### config.mk
export PLATFORM = sky130hd
export DESIGN_NAME = systolic_ctrl
export DESIGN_NICKNAME = d
export VERILOG_FILES = /design/src/rtl/systolic_ctrl.sv
export SDC_FILE = /design/constraint.sdc
export NUM_CORES = 1
export LEC_CHECK = 0
export ABC_CLOCK_PERIOD_IN_PS = 3380
export BUFFER_PORTS_ARGS = -buffer_cell sky130_fd_sc_hd__buf_2
export CAP_MARGIN = 20
export CORE_AREA = 3 3 141 143
export DETAILED_ROUTE_END_ITERATION = 7
export DIE_AREA = 0 0 144 146
export PLACE_DENSITY = 0.79
export SLEW_MARGIN = 5
export SYNTH_ARGS = -nofsm -noshare
export SYNTH_HDL_FRONTEND = slang
export SYNTH_SLANG_ARGS = --single-unit
### constraint.sdc
create_clock -name clk -period 3.38 [get_ports clk]
set_clock_uncertainty 0.05 [all_clocks]
set_input_delay 0.338 -clock clk [delete_from_list [all_inputs] [get_ports clk]]
set_output_delay 0.338 -clock clk [all_outputs]
set_load 0.02 [all_outputs]
### src/rtl/systolic_ctrl.sv
`default_nettype none
// ============================================================================
// Module   : systolic_ctrl
// Purpose  : Sequencer for a ROWS x COLS array of MAC PEs. Loads weights
//            (absolute or incremental) one PE at a time, then runs
//            matrix-vector ops: clear accumulators, feed skewed inputs,
//            capture one result word per row and hold it for the consumer.
// Revision : 1.0 - initial release
// ----------------------------------------------------------------------------
// Ports
//   clk, rst_n               clock, synchronous active-low reset
//   start_load_i/load_mode_i start a weight load (0 absolute, 1 incremental)
//   wt_valid_i/wt_ready_o    weight word handshake, wt_data_i row-major
//   load_done_o              one-cycle pulse when the last weight is applied
//   in_valid_i/in_ready_o    input vector handshake, x[c] in in_data_i
//   res_valid_o/res_ready_i  result handshake, y[r] in res_data_o
//   busy_o                   controller not idle
//   arr_*_o / arr_outp_i     control and data to/from the PE array
//   op_count_o               completed-op counter
// Options
//   SYSTOLIC_CTRL_PERF_EN    when defined, op_count_o counts result
//                            handshakes (wrapping); otherwise tied to 0.
// ============================================================================
module systolic_ctrl #(
  parameter int ROWS      = 4,
  parameter int COLS      = 4,
  parameter int DATAWIDTH = 11
) (
  input  logic                          clk,
  input  logic                          rst_n,
  input  logic                          start_load_i,
  input  logic                          load_mode_i,
  input  logic                          wt_valid_i,
  output logic                          wt_ready_o,
  input  logic [DATAWIDTH-1:0]          wt_data_i,
  output logic                          load_done_o,
  input  logic                          in_valid_i,
  output logic                          in_ready_o,
  input  logic [COLS*DATAWIDTH-1:0]     in_data_i,
  output logic                          res_valid_o,
  input  logic                          res_ready_i,
  output logic [ROWS*2*DATAWIDTH-1:0]   res_data_o,
  output logic                          busy_o,
  output logic                          arr_rst_vals_o,
  output logic                          arr_rst_overall_o,
  output logic [ROWS*COLS-1:0]          arr_train_en_o,
  output logic [DATAWIDTH-1:0]          arr_weight_update_o,
  output logic [COLS*DATAWIDTH-1:0]     arr_value_o,
  input  logic [ROWS*2*DATAWIDTH-1:0]   arr_outp_i,
  output logic [15:0]                   op_count_o
);

  localparam int NPE   = ROWS * COLS;
  localparam int IDX_W = (NPE > 1) ? $clog2(NPE) : 1;
  localparam int K_W   = (COLS > 1) ? $clog2(COLS) : 1;
  localparam int DW    = DATAWIDTH;
  localparam int RES_W = ROWS * 2 * DATAWIDTH;

  typedef enum logic [2:0] {
    S_IDLE  = 3'd0,
    S_WCLR  = 3'd1,
    S_WLOAD = 3'd2,
    S_WDONE = 3'd3,
    S_CCLR  = 3'd4,
    S_FEED  = 3'd5,
    S_CAPT  = 3'd6,
    S_HOLD  = 3'd7
  } state_t;

  state_t                state_q, state_d;
  logic [IDX_W-1:0]      idx_q, idx_d;
  logic [K_W-1:0]        k_q, k_d;
  logic [COLS*DW-1:0]    x_q, x_d;
  logic [RES_W-1:0]      res_data_q, res_data_d;
  logic                  res_valid_q, res_valid_d;
  logic                  wt_ready_q, wt_ready_d;
  logic                  in_ready_q, in_ready_d;
  logic                  load_done_q, load_done_d;
  logic                  busy_q, busy_d;
  logic                  rst_vals_q, rst_vals_d;
  logic                  rst_overall_q, rst_overall_d;
  logic [NPE-1:0]        train_q, train_d;
  logic [DW-1:0]         wt_upd_q, wt_upd_d;
  logic [COLS*DW-1:0]    value_q, value_d;

  // A load request in IDLE takes priority over an input vector, so ready is
  // withdrawn in that same cycle to keep the input handshake honest.
  assign in_ready_o = in_ready_q & ~start_load_i;

  always_comb begin
    state_d       = state_q;
    idx_d         = idx_q;
    k_d           = k_q;
    x_d           = x_q;
    res_data_d    = res_data_q;
    res_valid_d   = res_valid_q;
    wt_upd_d      = wt_upd_q;
    train_d       = '0;
    value_d       = '0;
    rst_vals_d    = 1'b0;
    rst_overall_d = 1'b0;
    load_done_d   = 1'b0;

    case (state_q)
      S_IDLE: begin
        if (start_load_i) begin
          idx_d = '0;
          if (!load_mode_i) begin
            state_d       = S_WCLR;
            rst_overall_d = 1'b1;
          end else begin
            state_d = S_WLOAD;
          end
        end else if (in_valid_i && in_ready_o) begin
          x_d        = in_data_i;
          state_d    = S_CCLR;
          rst_vals_d = 1'b1;
        end
      end
      S_WCLR: state_d = S_WLOAD;
      S_WLOAD: begin
        if (wt_valid_i && wt_ready_q) begin
          train_d  = NPE'(1) << idx_q;
          wt_upd_d = wt_data_i;
          idx_d    = idx_q + IDX_W'(1);
          if (idx_q == IDX_W'(NPE - 1)) begin
            state_d     = S_WDONE;
            load_done_d = 1'b1;
          end
        end
      end
      S_WDONE: state_d = S_IDLE;
      S_CCLR: begin
        // Column 0 is driven in the first FEED cycle.
        state_d             = S_FEED;
        k_d                 = '0;
        value_d[0 +: DW]    = x_q[0 +: DW];
      end
      S_FEED: begin
        // Outputs are registered, so the column presented next cycle is k+1.
        if (k_q == K_W'(COLS - 1)) begin
          state_d = S_CAPT;
        end else begin
          k_d = k_q + K_W'(1);
          for (int c = 1; c < COLS; c++) begin
            if (K_W'(c) == k_d) value_d[c*DW +: DW] = x_q[c*DW +: DW];
          end
        end
      end
      S_CAPT: begin
        res_data_d  = arr_outp_i;
        res_valid_d = 1'b1;
        state_d     = S_HOLD;
      end
      S_HOLD: begin
        if (res_valid_q && res_ready_i) begin
          res_valid_d = 1'b0;
          state_d     = S_IDLE;
        end
      end
      default: state_d = S_IDLE;
    endcase

    wt_ready_d = (state_d == S_WLOAD);
    in_ready_d = (state_d == S_IDLE);
    busy_d     = (state_d != S_IDLE);
  end

  always_ff @(posedge clk) begin
    if (!rst_n) begin
      state_q       <= S_IDLE;
      idx_q         <= '0;
      k_q           <= '0;
      x_q           <= '0;
      res_data_q    <= '0;
      res_valid_q   <= 1'b0;
      wt_ready_q    <= 1'b0;
      in_ready_q    <= 1'b0;
      load_done_q   <= 1'b0;
      busy_q        <= 1'b0;
      rst_vals_q    <= 1'b0;
      rst_overall_q <= 1'b1;
      train_q       <= '0;
      wt_upd_q      <= '0;
      value_q       <= '0;
    end else begin
      state_q       <= state_d;
      idx_q         <= idx_d;
      k_q           <= k_d;
      x_q           <= x_d;
      res_data_q    <= res_data_d;
      res_valid_q   <= res_valid_d;
      wt_ready_q    <= wt_ready_d;
      in_ready_q    <= in_ready_d;
      load_done_q   <= load_done_d;
      busy_q        <= busy_d;
      rst_vals_q    <= rst_vals_d;
      rst_overall_q <= rst_overall_d;
      train_q       <= train_d;
      wt_upd_q      <= wt_upd_d;
      value_q       <= value_d;
    end
  end

  assign wt_ready_o          = wt_ready_q;
  assign load_done_o         = load_done_q;
  assign res_valid_o         = res_valid_q;
  assign res_data_o          = res_data_q;
  assign busy_o              = busy_q;
  assign arr_rst_vals_o      = rst_vals_q;
  assign arr_rst_overall_o   = rst_overall_q;
  assign arr_train_en_o      = train_q;
  assign arr_weight_update_o = wt_upd_q;
  assign arr_value_o         = value_q;

`ifdef SYSTOLIC_CTRL_PERF_EN
  logic [15:0] op_count_q;

  always_ff @(posedge clk) begin
    if (!rst_n) begin
      op_count_q <= '0;
    end else if (res_valid_q && res_ready_i) begin
      op_count_q <= op_count_q + 16'd1;
    end
  end

  assign op_count_o = op_count_q;
`else
  assign op_count_o = '0;
`endif

endmodule
`default_nettype wire

Word level (Yosys, flattened, before mapping)
Cells that the tools add are included.
{"block": "word_totals", "reg_bits": 219, "in_bits": 150, "output_inout_bits": 182, "elab_cells": 86}
{"block": "op_classes", "n_addsub": 2, "n_eq_ne": 17, "n_shift": 1, "n_mux": 20, "n_bitwise": 8, "reduce_logical": 20}
{"cell": "$pmux 3 s8", "count": 1}
{"cell": "$mux 3", "count": 6}
{"cell": "$shl 1x4->16 const A", "count": 1}
{"cell": "$eq 3x3->1 const B", "count": 4}
{"cell": "$reduce_or 4->1", "count": 3}
{"cell": "$eq 3x2->1 const B", "count": 3}
{"cell": "$reduce_and 3->1", "count": 3}
{"cell": "$mux 4", "count": 2}
{"cell": "$ne 2x2->1 const B", "count": 4}
{"cell": "$pmux 4 s2", "count": 1}
{"cell": "$reduce_and 2->1", "count": 4}
{"cell": "$not 1->1", "count": 7}
{"cell": "$logic_not 3->1", "count": 2}
{"cell": "$mux 1", "count": 6}
{"cell": "$reduce_bool 2->1", "count": 3}
{"cell": "$add 4x1->4 const B", "count": 1}
{"cell": "$eq 2x2->1 const A", "count": 2}
{"cell": "$eq 4x4->1 const B", "count": 1}
{"cell": "$mux 2", "count": 2}
{"cell": "$pmux 2 s2", "count": 1}
{"cell": "$eq 3x1->1 const B", "count": 1}
{"cell": "$logic_and 1x1->1", "count": 3}
{"cell": "$reduce_bool 3->1", "count": 1}
{"cell": "$reduce_or 3->1", "count": 1}
{"cell": "other kinds (5)", "count": 5}

Logic depth before layout (Yosys ltp)
Gate-level depths: netlist (run 1).
{"block": "logic_depth", "depth_word": 7, "mapped_depth": 7, "ltp_nobuf": 5}

Least setup slack after synthesis (run 1)
Ideal clock, no wire load.
{"block": "synth_path", "path_kind": "input to register", "start": "input port start_load_i", "end": "register x_q[10]", "setup_time_ns": 0.070, "t_arrival_ns": 1.458, "required_time_ns": 3.260, "slack_ns": 1.802, "path_stages": 6, "n_path_buf": 2, "path_cell_list": "nor2b_1 and4b_1 buf_4 buf_4 nand2_1 a21boi_1"}
{"block": "synth_via", "elab_chain_cells": 4}
{"element": "start: declaration", "line": "31", "text": "input logic start_load_i,"}
{"element": "$not 1->1 (no source line) *"}
{"element": "$and 1x1->1", "line": "88", "text": "assign in_ready_o = in_ready_q & ~start_load_i;"}
{"element": "$logic_and 1x1->1", "line": "114", "text": "end else if (in_valid_i && in_ready_o) begin"}
{"element": "$reduce_and 3->1 (no source line) *"}
{"element": "end signal: assignment", "line": "174", "text": "x_q <= '0;"}
{"element": "end signal: assignment", "line": "190", "text": "x_q <= x_d;"}
{"element": "end: declaration", "line": "73", "text": "logic [COLS*DW-1:0] x_q, x_d;"}
Mark *: on every way between the ends. The rest lies on a longest branch, timed or not.
A chain may end at the register's enable or synchronous reset.

Worst setup path after layout (run 1)
{"block": "layout_path", "start": "register state_q[0]", "end": "register x_q[11]"}
{"block": "layout_via", "elab_chain_cells": 2}
{"element": "start: declaration", "line": "70", "text": "state_t state_q, state_d;"}
{"element": "start signal: assignment", "line": "187", "text": "state_q <= state_d;"}
{"element": "$logic_not 3->1", "line": "104", "text": "case (state_q)"}
{"element": "$reduce_and 3->1 (no source line)"}
No other way between the ends.

==> results of run 1 <==
-- cells in the mapped netlist (5+ instances only) --
master    number
nand2_1      301
nor2_1        13
buf_4         22
and2_1        47
nor2b_1        5
inv_1          6
a21boi_0      71
nand3_1        7
clkbuf_1      28
buf_2         23
dfxtp_1      219
a21boi_1      74
ha_1          10
-- tightest hold or removal path, delay by kind of cell --
kind,cells,cell delay [ns]
AND/OR/NAND/NOR,1,0.04
AO/OA/AOI/OAI,1,0.04
buffers and inverters,1,0.09
-- per-layer routing --
metal | share of wire | vias to the layer above | track usage | routed length, um
met3 | 0.084 | 38 | 0.05357 | 1662
met1 | 0.41 | 2980 | 0.2125 | 8179
met4 | 0.026 | 2 | 0.05650 | 511
li1 | - | 3342 | - | -
met2 | 0.48 | 256 | 0.3063 | 9483
met5 | 0.00065 | - | 0 | 13
-- registers in the layout (all words and copies together) (netlist names) --
| register | flops |
|---|---|
| state_q | 3 |
| arr_rst_vals_o | 1 |
| arr_rst_overall_o | 1 |
| in_ready_q | 1 |
| busy_o | 1 |
| k_q | 2 |
| res_data_o | 88 |
| arr_train_en_o | 16 |
| arr_value_o | 44 |
| arr_weight_update_o | 11 |
| load_done_o | 1 |
| wt_ready_o | 1 |
| x_q | 44 |
| idx_q | 4 |
| res_valid_o | 1 |
-- layout make-up --
cell class | instances | share of cell area
multi-input combinational | 586 | 0.3041
clock inverter | 12 | 0.01018
antenna | 1 | 0.0002423
tap | 234 | 0.02835
timing repair buffer | 324 | 0.1635
inverter | 6 | 0.002180
sequential | 219 | 0.4245
clock buffer | 32 | 0.06699
-- worst paths after layout --
kind                                          to             startpoint  depth (start not counted)  slack (ns)
max                         x_q[11]$_SDFFE_PN0P_  state_q[0]$_SDFF_PN0_                          5        1.20
max reg2reg                 x_q[11]$_SDFFE_PN0P_  state_q[0]$_SDFF_PN0_                          5        1.20
min reg2reg                 x_q[37]$_SDFFE_PN0P_   x_q[37]$_SDFFE_PN0P_                          2        0.40
min          arr_weight_update_o[7]$_SDFFE_PN0P_           wt_data_i[7]                          3        0.02
-- repair_timing --
item	in CTS	in global routing
resized for setup	0	0
hold buffers	2	0
endpoints found under the hold margin	2	0
-- per-stage QoR --
| step | util | setup WS [ns] | instances |
|---|---|---|---|
| floorplan | - | 1.802 | 886 |
| global placement | 0.5084 | 1.160 | 1367 |
| detailed placement | 0.5084 | 1.117 | 1367 |
| CTS | 0.5520 | 1.152 | 1413 |
| global route | 0.5522 | 0.9896 | 1414 |
| finish | 0.5522 | 1.199 | 1414 |
-- where the power goes --
part,total (mW),switching [mW],internal (mW)
sequential,2.63,0.0205,2.61
combinational,0.283,0.153,0.130
clock,2.56,1.04,1.52
-- cells by family after synthesis --
family / synth area share
flops: 0.5562
other cells: 0.0004757
fa+ha+maj: 0.01587
mux: 0.001270
simple gates: 0.2216
xor+xnor: 0.002223
compound gates: 0.1487
buf+inv: 0.05365
==> flow_summary.yaml, run 1 <==
die:
  die_height_um: 146
  ios: 332
  fp.dieW_um: 144
  initial_core_util: 0.4214
  dieArea_um2: 21020
  fp-row-count: 50
  core_area_um2: 18710
clocking:
  clock-sinks: 219
  numCtsBuffers: 24
  cts_setup_buffers: 0
  tritoncts: "built"
  cts.path.max_buffers: 3
  ctsHtreeMaxLevel: 1
  clk_latency_ns: 0.50
  clk_pin_slew_ns: 0.06
  clock-root-buffer: "clkbuf_16"
sta:
  worst-slew-pin-transition_ns: 0.9370
  finalSetupViolations: 0
  slew-limit-headroom: 0.3730
  rsz0062_at_grt: "false"
  whs_ns: 0.02335
  finalMaxSlewViolations: 0
  post-route-period-util: 0.6454
  finalCriticalPeriod_ns: 2.181
  tns_ns: 0
  max_freq_mhz: 458.4
  final-hold-violation-count: 0
worst_setup_path:
  worstSetupPathType: "reg2reg"
  worstPathArrival_ns: 2.52
  crit_buf_inv: 1
  worstSetupEndpointType: "flip-flop"
  crit_path_top_delay_cell: "nand4b_2"
  cp_max_fo: 35
  crit_path_cell_trace: "nor2_4 -> nand4b_2 -> buf_4 -> nand2_1 -> a21boi_1"
  start_kind: "flip-flop"
  critPathTopFamily: "simple AND/OR/NAND/NOR gates"
  critPathMaxStageDelay_ns: 0.75
  required_ns: 3.72
finish:
  area_growth_pct: 31.03
  fin_area_um2: 10330
  drive_above_1_share: 0.3130
  final_cell_mix: "buf_2 (314), nand2_1 (300), dfxtp_1 (219)"
  fillCellCount: 1709
  multiInputGateArea_um2: 3141
  fin_nets: 1321
  final_common_cell: "buf_2"
  regArea_um2: 4384
yosys:
  syn_inst: 871
  synth_seq_cells: 219
  yosys.area.top_type: "dfxtp_1"
  synth_edf_count: 0
  synth_top_area_frac: 0.5562
  yosysWarnings: 0
  syn_avg_cell_area_um2: 9.050
  async_reset_ff_frac: 0
  synth_cell_type_count: 42
  yosysSeqAreaShare: 0.5562
  yosys_most_used_dff: "dfxtp_1"
  yosys-top-cells-area: "dfxtp_1 (56%), nand2_1 (14%), a21boi_1 (7.0%)"
  synth_area_um2: 7883
detailed_routing:
  drc: 0
  drt-total-wl_mm: 19.85
  antenna_left: 0
  post_drt_wl_per_cell_um: 14.04
  vias: 6618
  drt-initial-drc-count: 264
  first_pass_iters: 4
  vias_per_cell: 4.680
placement:
  globalplace.congestion: 0.8347
  hpwl_mm: 13.84
  numPortBuffers: 315
  postPlaceCellArea_um2: 9509
min_path:
  hold_class: "in2reg"
power_and_ir_drop:
  vdd_drop_max_uv: 482.9
  power_density_nw_per_um2: 530.5
  total_leakage_power_nw: 4.587
  power_mw: 5.480
grt:
  grt_pass1_wl_mm: 31.28
  grt_pass1_vias: 6371
  gr-usage-all-layers: 0.1785
  antenna_found_initial: 2
  grt_start_max_net_pins: 90
  grt-ovfl-total: 0
flow_run:
  maxCapViolations: 0
run_status:
  run_status: "finished clean"
Power figures use the tool's default switching activity.
==> inputs of run 2 (changes only) <==
--- a/config.mk
+++ b/config.mk
@@ -5,13 +5,13 @@
 export SDC_FILE = /design/constraint.sdc
 export NUM_CORES = 1
 export LEC_CHECK = 0
-export ABC_CLOCK_PERIOD_IN_PS = 3380
+export ABC_CLOCK_PERIOD_IN_PS = 1900
 export BUFFER_PORTS_ARGS = -buffer_cell sky130_fd_sc_hd__buf_2
 export CAP_MARGIN = 20
 export CORE_AREA = 3 3 141 143
 export DETAILED_ROUTE_END_ITERATION = 7
 export DIE_AREA = 0 0 144 146
-export PLACE_DENSITY = 0.79
+export PLACE_DENSITY = 0.82
 export SLEW_MARGIN = 5
 export SYNTH_ARGS = -nofsm -noshare
 export SYNTH_HDL_FRONTEND = slang
==> constraint.sdc (replaced) <==
create_clock -name clk -period 1.9 [get_ports clk]
set_clock_uncertainty 0.05 [all_clocks]
set_input_delay 0.19 -clock clk [delete_from_list [all_inputs] [get_ports clk]]
set_output_delay 0.19 -clock clk [all_outputs]
set_load 0.02 [all_outputs]
==> run 2 against run 1 <==
  * Non-clock buffer count grew 154
  * Final cell count increased by 11%
  * Combinational power increased to 2.8 times the previous value
  * First-iteration DRC count increased by 34%
  * Power is 87% higher
  * Sequential power is 78% higher
  * Die area is the same
  * Register-to-register slack worse by 1.1 ns
  * Global-route usage is 4.4 points higher
  * Worst setup slack worse by 1.1 ns
  * Utilization up 8.4 points
  * Critical path depth unchanged
==> flow_summary.yaml, run 2 (synthesis results as in run 1) <==
detailed_routing:
  drt-met1-wl_mm: 9.205
  drt-total-wl_mm: 24.45
  routed.top_layer: "met4"
  route.met3.wl_mm: 1.825
  vias: 7598
  post_drt_wl_per_cell_um: 15.64
  drc: 0
  vias_per_cell: 4.858
  drt-initial-drc-count: 353
  dr_wl_met2_mm: 12.24
  first_pass_iters: 4
  antenna_left: 0
worst_setup_path:
  critPathTopFamily: "flip-flops"
  worstSetupPathType: "reg2reg"
  critPathMaxStageDelay_ns: 0.48
  worstPathArrival_ns: 2.13
  required_ns: 2.23
  start_kind: "flip-flop"
  worstSetupEndpointType: "flip-flop"
  cp_max_fo: 72
  crit_buf_inv: 2
  crit_path_top_delay_cell: "dfxtp_1"
  crit_path_cell_trace: "buf_4 -> and2_2 -> buf_12 -> nand2_1 -> a21boi_0"
sta:
  finalCriticalPeriod_ns: 1.806
  finalMaxSlewViolations: 0
  max_freq_mhz: 553.7
  post-route-period-util: 0.9505
  finalSetupViolations: 0
  whs_ns: 0.04418
  final-hold-violation-count: 0
  setup_slack_ns: 0.09398
placement:
  hpwl_mm: 14.23
  dp_slack_ns: 0.2152
  numPortBuffers: 315
  dp_cells: 1378
  globalplace.congestion: 0.8549
die:
  initial_core_util: 0.4214
  fp.dieW_um: 144
  ios: 332
  fp-row-count: 50
  die_height_um: 146
  dieArea_um2: 21020
  core_area_um2: 18710
grt:
  grt-ovfl-total: 0
  grt_pass1_vias: 7911
  grt_start_max_net_pins: 92
  gr-usage-all-layers: 0.2223
  grt_pass1_wl_mm: 38.52
  antenna_found_initial: 0
finish:
  final_common_cell: "buf_2"
  fillCellCount: 1361
  antennaDiodeCount: 0
  postLayoutCoreUtil: 0.6361
  area_growth_pct: 50.95
  drive_above_1_share: 0.2827
  fin_nets: 1474
  final_cell_mix: "buf_2 (314), nand2_1 (300), dfxtp_1 (219)"
  largest_reg_flops: 88
  fin_cells: 1564
min_path:
  hold_class: "in2reg"
clocking:
  numCtsBuffers: 23
  cts_setup_buffers: 0
  ctsHtreeMaxLevel: 1
  clock-root-buffer: "clkbuf_16"
  clk_pin_slew_ns: 0.06
  clk_latency_ns: 0.50
  clock-sinks: 219
  tritoncts: "built"
  cts.path.max_buffers: 3
power_and_ir_drop:
  power_density_nw_per_um2: 859.3
  total_leakage_power_nw: 5.273
  vdd_drop_max_uv: 803.7
flow_run:
  maxCapViolations: 0
run_status:
  run_status: "finished clean"
-- run 2: changes by cell type in the layout (fill, tap and decap cells not counted), moves of 2 or more --
cell           change
dlygate4sd3_1    +143
buf_4              +8
buf_12             +3
bufinv_16          +3
clkinv_2           -3
clkinv_4           -3
clkbuf_1           +2
clkbuf_16          -2
clkinvlp_4         -2
-- run 2: through the flow --
step | power (mW) | setup TNS (ns) | instance area [um2]
after global routing | 10.56 | -0.01547 | 11900
after global placement | 5.298 | 0 | 9634
after detailed placement | 5.307 | 0 | 9634
after floorplan | 5.079 | 0 | 7939
after CTS | 10.28 | 0 | 11900
final | 10.22 | 0 | 11900
-- run 2: cell type report --
cell class / instances / area [um2] / area share
clock inverter: 8 / 147.6 / 0.01241
sequential: 219 / 4384 / 0.3685
clock buffer: 33 / 663.1 / 0.05573
inverter: 6 / 22.52 / 0.001893
tap: 234 / 292.8 / 0.02461
timing repair buffer: 478 / 3241 / 0.2723
multi-input combinational: 586 / 3148 / 0.2646
-- run 2: worst reg2reg max path, cell delays in order, from the launching register on --
cell and delay [ns]:
dfxtp_1 0.48, buf_4 0.21, and2_2 0.18, buf_12 0.26, nand2_1 0.22, a21boi_0 0.27
-- run 2: worst paths after layout --
kind                    startpoint                     endpoint  slack, ns  cells after the start
min reg2reg    x_q[6]$_SDFFE_PN0P_          x_q[6]$_SDFFE_PN0P_       0.40                      2
min                          rst_n        state_q[0]$_SDFF_PN0_       0.04                      2
max reg2reg  state_q[2]$_SDFF_PN0_  res_data_o[79]$_SDFFE_PN0P_       0.09                      5
max          state_q[2]$_SDFF_PN0_  res_data_o[79]$_SDFFE_PN0P_       0.09                      5
-- run 2: per-layer routing --
| layer | vias up | track usage |
|---|---|---|
| li1 | 3645 | - |
| met1 | 3517 | 0.2445 |
| met2 | 337 | 0.3969 |
| met3 | 99 | 0.05488 |
| met4 | 0 | 0.1022 |
| met5 | - | 0 |
-- run 2: where the power goes --
part / internal, mW / switching [mW] / total, mW
Sequential: 4.65 / 0.0316 / 4.68
Combinational: 0.438 / 0.347 / 0.785
Clock: 2.97 / 1.79 / 4.76
-- run 2: timing repair --
action | 4_1_cts | 5_1_grt
endpoints found under the hold margin | 145 | 0
gates resized for setup | 0 | 1
hold buffers | 145 | 0
endpoints found under the setup margin | 0 | 1
==> inputs of run 3 (changes only) <==
--- a/config.mk
+++ b/config.mk
@@ -8,10 +8,10 @@
 export ABC_CLOCK_PERIOD_IN_PS = 1900
 export BUFFER_PORTS_ARGS = -buffer_cell sky130_fd_sc_hd__buf_2
 export CAP_MARGIN = 20
-export CORE_AREA = 3 3 141 143
+export CORE_AREA = 3 3 128 155
 export DETAILED_ROUTE_END_ITERATION = 7
-export DIE_AREA = 0 0 144 146
-export PLACE_DENSITY = 0.82
+export DIE_AREA = 0 0 131 158
+export PLACE_DENSITY = 0.83
 export SLEW_MARGIN = 5
 export SYNTH_ARGS = -nofsm -noshare
 export SYNTH_HDL_FRONTEND = slang
==> run 3 against run 2 <==
  * First-iteration DRC count rose by 4.5%
  * Non-clock buffer count down 5
  * Register-to-register slack gained 0.04 ns
  * Via count up 0.43%
  * Power shrank 1.9%
  * Routed wire length increased by 1.1%
  * Sequential share of layout area increased by 0.17 points
  * Critical endpoint is now res_data_o[72]$_SDFFE_PN0P_
  * Flip-flop and latch count is the same
  * Critical path type unchanged
  * Worst hold slack worse by 0.0038 ns
  * Die area down 1.6%
  * Count of clock-buffer cells in the layout down 2
==> flow_summary.yaml, run 3 (synthesis results as in run 1) <==
worst_setup_path:
  crit_path_top_delay_cell: "dfxtp_1"
  cp_max_fo: 88
  required_ns: 2.23
  start_kind: "flip-flop"
  worstPathArrival_ns: 2.09
  worstSetupPathType: "reg2reg"
  crit_path_cell_trace: "nor2b_1 -> and2_2 -> buf_12 -> nand2_1 -> a21boi_0"
  critPathMaxStageDelay_ns: 0.43
  worstSetupEndpointType: "flip-flop"
clocking:
  clk_latency_ns: 0.50
  clock-root-buffer: "clkbuf_16"
  tritoncts: "built"
  ctsHtreeMaxLevel: 1
  clock-sinks: 219
  cts_resized: 0
  cts.path.max_buffers: 3
  cts_setup_buffers: 0
  cts_hold_buf: 145
  numCtsBuffers: 22
  clk_pin_slew_ns: 0.07
die:
  dieArea_um2: 20700
  fp-row-count: 54
  die_height_um: 158
  fp.dieW_um: 131
  ios: 332
  core_area_um2: 18310
  initial_core_util: 0.4305
grt:
  grt_pass1_vias: 7900
  grt_pass1_wl_mm: 37.81
  grt_start_max_net_pins: 105
  gr-usage-all-layers: 0.2254
  grt-ovfl-total: 0
  antenna_found_initial: 4
placement:
  numPortBuffers: 315
  hpwl_mm: 14.29
  postPlaceCellArea_um2: 9608
  globalplace.congestion: 0.8682
  dp_cells: 1391
  dp_slack_ns: 0.2747
power_and_ir_drop:
  power_density_nw_per_um2: 846.7
  vdd_drop_max_uv: 702.4
  total_leakage_power_nw: 5.221
min_path:
  hold_class: "in2reg"
flow_run:
  maxCapViolations: 0
sta:
  finalMaxSlewViolations: 0
  tns_ns: 0
  final-hold-violation-count: 0
  finalSetupViolations: 0
  post-route-period-util: 0.9283
  max_freq_mhz: 567.0
  setup_slack_ns: 0.1363
  finalCriticalPeriod_ns: 1.764
finish:
  fin_nets: 1468
  fin_cells: 1578
  final_cell_mix: "buf_2 (314), nand2_1 (300), dfxtp_1 (219)"
  fin_area_um2: 11850
  largest_reg_flops: 88
  area_growth_pct: 50.27
  drive_above_1_share: 0.2806
  final_common_cell: "buf_2"
  postLayoutCoreUtil: 0.6469
run_status:
  run_status: "finished clean"
detailed_routing:
  drt-initial-drc-count: 369
  antenna_left: 0
  drt-total-wl_mm: 24.72
  drc: 0
  first_pass_iters: 4
  vias: 7631
  post_drt_wl_per_cell_um: 15.66
  vias_per_cell: 4.836
-- run 3: cell types whose count changed in the layout (fill, tap and decap cells not counted), moves of 2 or more --
cell,change
clkbuf_1,-3
diode_2,+4
clkinv_2,+2
buf_4,-4
-- run 3: metrics by stage --
stage,hold slack [ns],power (mW)
global placement,0.3789,5.294
floorplan,0.2748,5.079
CTS,0.01146,10.07
finish,0.04037,10.03
detailed placement,0.3841,5.304
global route,0.06212,10.37
-- run 3: area by class of cell --
| cell class | count | area (um2) |
|---|---|---|
| Clock inverter | 7 | 110.1 |
| Sequential cell | 219 | 4384 |
| Clock buffer | 31 | 665.6 |
| Multi-Input combinational cell | 586 | 3147 |
| Tap cell | 252 | 315.3 |
| Fill cell | 1296 | 6465 |
| Antenna cell | 4 | 10.01 |
| Inverter | 6 | 22.52 |
| Timing Repair Buffer | 473 | 3191 |
-- run 3: power by group --
group | switching (mW) | leakage (nW) | internal (mW)
combinational | 0.348 | 3.07 | 0.435
sequential | 0.0331 | 1.77 | 4.65
clock | 1.73 | 0.387 | 2.83
-- run 3: path summary, 6_finish.rpt --
check,from,endpoint,slack (ns),cells after the start
worst max-delay path,state_q[0]$_SDFF_PN0_,res_data_o[72]$_SDFFE_PN0P_,0.14,5
worst min-delay path,load_mode_i,arr_rst_overall_o$_SDFF_PN1_,0.04,3
worst max register to register,state_q[0]$_SDFF_PN0_,res_data_o[72]$_SDFFE_PN0P_,0.14,5
worst min register to register,res_data_o[47]$_SDFFE_PN0P_,res_data_o[47]$_SDFFE_PN0P_,0.40,2
-- run 3: routing by layer --
| layer | share of wire | GRT usage | up-vias | wire length [um] |
|---|---|---|---|---|
| met5 | 0 | 0 | - | 0 |
| met4 | 0.060 | 0.1362 | 0 | 1491 |
| met3 | 0.077 | 0.06277 | 116 | 1891 |
| met2 | 0.51 | 0.4068 | 348 | 12610 |
| met1 | 0.35 | 0.2266 | 3534 | 8724 |
| li1 | - | - | 3633 | - |
-- run 3: worst max-delay path: cells and delay by family (launching register included) --
kind                   cells  cell delay, ns
AOI/OAI and AO/OA          1            0.32
DFF                        1            0.43
buffers and inverters      1            0.29
and+or+nand+nor            3            0.54
